===== config.mk =====
export PLATFORM = sky130hd
export DESIGN_NAME = oversample_voter
export DESIGN_NICKNAME = d
export VERILOG_FILES = /design/src/rtl/uart_sampler_pkg.sv /design/src/rtl/majority_vote.sv /design/src/rtl/oversample_voter.sv
export SDC_FILE = /design/constraint.sdc
export NUM_CORES = 1
export LEC_CHECK = 0
export CAP_MARGIN = 40
export CORE_MARGIN = 10
export CORE_UTILIZATION = 50
export DETAILED_ROUTE_END_ITERATION = 8
export PLACE_DENSITY_LB_ADDON = 0.08
export RECOVER_POWER = 25
export SLEW_MARGIN = 20
export SYNTH_ARGS = -nofsm -noshare
export SYNTH_HDL_FRONTEND = slang
export SYNTH_SLANG_ARGS = --single-unit

===== constraint.sdc =====
create_clock -name clk -period 4.5 [get_ports clk]
set_clock_uncertainty 0.2 [all_clocks]
set_input_delay 0.9 -clock clk [delete_from_list [all_inputs] [get_ports clk]]
set_output_delay 0.9 -clock clk [all_outputs]
set_load 0.005 [all_outputs]

===== src/rtl/uart_sampler_pkg.sv =====
// Shared constants and helpers for the oversampling bit voter.
// Legal oversampling ratios, default vote width and sample-window placement.
package uart_sampler_pkg;

    localparam int PRESCALE_8      = 8;
    localparam int PRESCALE_16     = 16;
    localparam int PRESCALE_32     = 32;
    localparam int DEF_NUM_SAMPLES = 3;

    // Index of the first voted sample, centred on ratio/2.
    function automatic int first_sample_idx(input int ratio, input int num_samples);
        return (ratio >> 1) - (num_samples - 1) / 2;
    endfunction

    function automatic logic ratio_legal(input int ratio, input int num_samples);
        return ((ratio == PRESCALE_8) || (ratio == PRESCALE_16) || (ratio == PRESCALE_32))
               && (ratio >= 2 * num_samples);
    endfunction

endpackage


===== src/rtl/majority_vote.sv =====
// Combinational majority of an odd number of samples (popcount compare).
module majority_vote #(
    parameter int NUM_SAMPLES = 3
) (
    input  logic [NUM_SAMPLES-1:0] samples,
    output logic                   majority
);

    localparam int CNT_W = $clog2(NUM_SAMPLES + 1);

    logic [CNT_W-1:0] ones;

    always_comb begin
        ones = '0;
        for (int i = 0; i < NUM_SAMPLES; i++)
            ones = ones + {{(CNT_W-1){1'b0}}, samples[i]};
    end

    assign majority = (int'(ones) > NUM_SAMPLES / 2);

endmodule


===== src/rtl/oversample_voter.sv =====
// Oversampling UART bit voter: counts edges per bit, captures centre samples, votes.
// Define OVERSAMPLE_NOISE_DETECT_EN to enable the noise_flag (non-unanimous samples) output.
module oversample_voter
    import uart_sampler_pkg::*;
#(
    parameter int NUM_SAMPLES = DEF_NUM_SAMPLES,
    parameter int PRESCALE_W  = 6
) (
    input  logic                  clk,
    input  logic                  rst,
    input  logic [PRESCALE_W-1:0] prescale,
    input  logic                  dat_sample_en,
    input  logic                  RX_IN,
    output logic [PRESCALE_W-1:0] edge_cnt,
    output logic                  sampled_bit,
    output logic                  sample_valid,
    output logic                  noise_flag,
    output logic                  cfg_err
);

    logic                   en_d;
    logic [PRESCALE_W-1:0]  ratio;
    logic [NUM_SAMPLES-1:0] samples;
    logic                   en_rise, eff_err, in_window, bit_end, bit_done, vote;
    logic [PRESCALE_W-1:0]  eff_ratio, first_idx, last_idx;

    // On the rising cycle the new prescale is not yet in ratio, so use it directly.
    assign en_rise   = dat_sample_en & ~en_d;
    assign eff_ratio = en_rise ? prescale : ratio;
    assign eff_err   = en_rise ? ~ratio_legal(int'(prescale), NUM_SAMPLES) : cfg_err;
    assign first_idx = PRESCALE_W'(first_sample_idx(int'(eff_ratio), NUM_SAMPLES));
    assign last_idx  = first_idx + PRESCALE_W'(NUM_SAMPLES - 1);
    assign in_window = (edge_cnt >= first_idx) && (edge_cnt <= last_idx);
    assign bit_end   = (edge_cnt == eff_ratio - PRESCALE_W'(1));
    assign bit_done  = dat_sample_en & bit_end & ~eff_err;

    majority_vote #(.NUM_SAMPLES(NUM_SAMPLES)) u_vote (
        .samples  (samples),
        .majority (vote)
    );

    always_ff @(posedge clk or negedge rst) begin
        if (!rst) begin
            en_d         <= 1'b0;
            ratio        <= PRESCALE_W'(PRESCALE_8);
            cfg_err      <= 1'b0;
            edge_cnt     <= '0;
            samples      <= '0;
            sampled_bit  <= 1'b1;
            sample_valid <= 1'b0;
        end else begin
            en_d         <= dat_sample_en;
            sample_valid <= 1'b0;
            if (!dat_sample_en) begin
                edge_cnt <= '0;
                samples  <= '0;
            end else begin
                if (en_rise) begin
                    ratio   <= prescale;
                    cfg_err <= eff_err;
                end
                if (in_window && !eff_err)
                    samples <= {samples[NUM_SAMPLES-2:0], RX_IN};
                if (bit_end)
                    edge_cnt <= '0;
                else
                    edge_cnt <= edge_cnt + PRESCALE_W'(1);
                if (bit_done) begin
                    sampled_bit  <= vote;
                    sample_valid <= 1'b1;
                end
            end
        end
    end

`ifdef OVERSAMPLE_NOISE_DETECT_EN
    logic noise_q;

    always_ff @(posedge clk or negedge rst) begin
        if (!rst)
            noise_q <= 1'b0;
        else if (bit_done)
            noise_q <= (|samples) & ~(&samples);
    end

    assign noise_flag = noise_q;
`else
    assign noise_flag = 1'b0;
`endif

endmodule


==> results_dict.tcl <==
set metrics [dict create \
    outcome "completed" \
    buffer_ports.inserted 18 \
    place.gp.congestion 0.819 \
    grt_start_max_net_pins 12 \
    synthTopCellsByArea "sky130_fd_sc_hd__dfrtp_1 30%, sky130_fd_sc_hd__ha_1 13%, sky130_fd_sc_hd__mux2i_1 9.0%, sky130_fd_sc_hd__xnor2_1 5.5%, sky130_fd_sc_hd__inv_1 3.9%" \
    pin_count 20 \
    criticalPathCategory "in2reg" \
    synth.yosys.seq_area_share 0.332 \
    n_antenna_cell 0 \
    p_sw_frac 0.367 \
    dr.first_iter.drc_count 24 \
    combinationalPowerShare 0.400 \
    design.core.area_sq_um 2760 \
    worstReg2RegStart "en_d" \
    p_int_mw 0.312 \
    cts_htree_levels 1 \
    worstHoldStart "sampled_bit" \
    drt_wl_total_mm 3.21 \
    slew_headroom 0.560 \
    cts_hold_buf 0 \
    worst_r2r_path_depth 13 \
    layout_worst_path_cycle_share 0.914 \
    synthesis.yosys.warnings 0 \
    worstHoldEndpoint "sampled_bit" \
    utilization 0.618 \
    grt.overflow.total 0 \
    start_util 0.522 \
    grt_pass1_wl_mm 5.35 \
    rsz0062_at_grt "no" \
    die_width_microns 73.6 \
    critical_path_at_ps 4110 \
    cts_resized 0 \
    synth_top_area_cell "sky130_fd_sc_hd__dfrtp_1" \
    power.leakage_nw 0.801 \
    yosysTopAreaCellShare 0.296 \
    max-cap-violations 0 \
    p_switching_mw 0.181 \
    synth-edff-count 0 \
    synth_ff_type "sky130_fd_sc_hd__dfrtp_1" \
    tritoncts "done" \
    chipHeight_microns 73.6 \
    cp-start-kind "primary input" \
    worst_slew_pin_slew_ps 660 \
    firstDrtPassIters 5 \
    cp_data_required_time_ps 4500 \
    sequentialPowerShare 0.405 \
    cts.clk_slew.worst_paths_ps 120 \
    hold_path.class "reg2reg" \
    design.die.area_sq_um 5420 \
    dp_hpwl_mm 2.63 \
    synthCells 149 \
    wl_per_cell_microns 15.5 \
    antenna_violations_before_repair 0 \
    clock_path_buffers 2 \
    cts_inserted_buffers 3 \
    finalMaxSlewViolations 0 \
    setup_total_negative_slack_ps 0 \
    rows 19 \
    clock_latency_ps 320 \
    post_cts_setup_buffer_count 0 \
    post_route_cells_drive_above_1_share 0.136 \
    finalSetupViolCount 0 \
    pwr-share-clk 0.195 \
    cts.sink_count 19 \
    detailroute.via_count 1115 \
    p_per_area_nw_per_um2 290 \
    critical_path.endpoint_type "flop" \
    drc 0 \
    worstReg2RegEnd "samples[2]" \
    setup.reg_to_reg.worst_slack_ps 980 \
    achievable-frequency_mhz 243 \
    mappedNetlistNets 174 \
    globalRouteTotalUtil 0.124 \
    grt_pass1_vias 1155 \
    via_per_inst 5.39 \
    hold_violations 0 \
    post_synth_num_cell_types 42 \
    fin_nets 202 \
    critPathMaxFanout 6 \
    commonest_cells_after_routing_fill_and_taps_aside "17 x sky130_fd_sc_hd__dfrtp_1, 17 x sky130_fd_sc_hd__clkdlybuf4s50_1, 15 x sky130_fd_sc_hd__inv_1, 15 x sky130_fd_sc_hd__ha_1, 13 x sky130_fd_sc_hd__mux2i_1" \
    area_growth_syn_to_layout_pct 18.3 \
    peakVddDrop_v 0.000199 \
    avgSynthCellArea_sq_um 9.66 \
    syn_area_sq_um 1440 \
    hold_path_depth 2 \
    ys_seq_elements 19 \
    finalCriticalPeriod_ps 4110 \
    cts_root_buf "sky130_fd_sc_hd__clkbuf_4" \
    async_reset_ff_frac 1.00 \
    final_antenna_net_count 0 \
]
-- sequential cells by signal, summed over array words and instances (netlist names) --
| signal | flops |
|---|---|
| sampled_bit | 1 |
| en_d | 1 |
| sample_valid | 1 |
| ratio | 6 |
| edge_cnt | 6 |
| cfg_err | 1 |
| samples | 3 |
-- metrics by stage --
stage          cells  instance area [sq um]  hold WS (ps)  power (mW)  setup slack (ps)
3_3_place_gp     202                   1670           252       0.394               145
4_1_cts          207                   1710           278       0.500               378
6_report         207                   1700           274       0.493               387
2_1_floorplan    149                   1440           254       0.339               688
3_5_place_dp     203                   1690           262       0.405              32.6
5_1_grt          207                   1700           310       0.532               109
-- final cells by class --
cell class	count	area (sq um)
Clock inverter	1	5.00
Clock buffer	3	22.5
Multi-Input combinational cell	111	857
Fill cell	256	1050
Timing Repair Buffer	26	236
Sequential cell	19	478
Inverter	16	65.1
Tap cell	31	38.8
-- synth_stat cells (2+ instances only) --
library cell	n
sky130_fd_sc_hd__a21oi_1	7
sky130_fd_sc_hd__dfrtp_1	17
sky130_fd_sc_hd__dfstp_2	2
sky130_fd_sc_hd__ha_1	15
sky130_fd_sc_hd__inv_1	15
sky130_fd_sc_hd__mux2i_1	13
sky130_fd_sc_hd__nand2_1	12
sky130_fd_sc_hd__nand3_1	5
sky130_fd_sc_hd__nor2_1	12
sky130_fd_sc_hd__nor4_1	2
sky130_fd_sc_hd__o21ai_0	5
sky130_fd_sc_hd__or2_2	2
sky130_fd_sc_hd__xnor2_1	9
sky130_fd_sc_hd__xor2_1	5
-- per-layer routing --
layer / vias up / global-route usage / wire [microns]
met1: 527 / 0.143 / 1350
met3: 5 / 0.0363 / 178
met2: 18 / 0.207 / 1630
li1: 565 / - / -
met4: 0 / 0.0538 / 55
met5: - / 0 / 0
-- power by group through the flow --
stage,Sequential [mW],Clock (mW),Combinational [mW]
detailed placement,0.203,0,0.202
CTS,0.200,0.0977,0.202
floorplan,0.200,0,0.138
global placement,0.202,0,0.192
finish,0.200,0.0959,0.197
global route,0.202,0.106,0.224
-- cells by family (layout without fill, tap and decap cells) --
kind of cell	count (synthesis)	after routing	synth area share
AND/OR/NAND/NOR	46	46	0.180
AO/OA/AOI/OAI	22	22	0.107
flip-flops	19	19	0.332
buffers and inverters	19	46	0.0722
adder cells (fa/ha/maj)	15	15	0.130
XOR/XNOR	14	14	0.0852
multiplexers	13	13	0.0904
other	1	1	0.00261
-- worst max path at each step --
| stage | to | slack, ps | from |
|---|---|---|---|
| 6_report | samples[2] | 390 | dat_sample_en |
| 5_1_grt | samples[0] | 110 | dat_sample_en |
| 4_1_cts | samples[2] | 380 | dat_sample_en |
| 3_5_place_dp | samples[2] | 30 | dat_sample_en |
| 3_3_place_gp | samples[0] | 140 | dat_sample_en |
| 2_1_floorplan | samples[0] | 690 | prescale[2] |
-- critical path: stages --
cell                              delay (ps)
sky130_fd_sc_hd__clkdlybuf4s50_1         510
sky130_fd_sc_hd__and2b_4                 230
sky130_fd_sc_hd__mux2i_1                 340
sky130_fd_sc_hd__nor2_1                   80
sky130_fd_sc_hd__or2_2                   290
sky130_fd_sc_hd__ha_1                    240
sky130_fd_sc_hd__xnor2_1                 140
sky130_fd_sc_hd__ha_1                    300
sky130_fd_sc_hd__a21o_1                  180
sky130_fd_sc_hd__a21oi_1                 130
sky130_fd_sc_hd__nor2b_1                  60
sky130_fd_sc_hd__o32ai_1                 260
sky130_fd_sc_hd__o211ai_1                250
sky130_fd_sc_hd__mux2i_1                 190
Note: power is estimated with default switching activity, not from simulation.
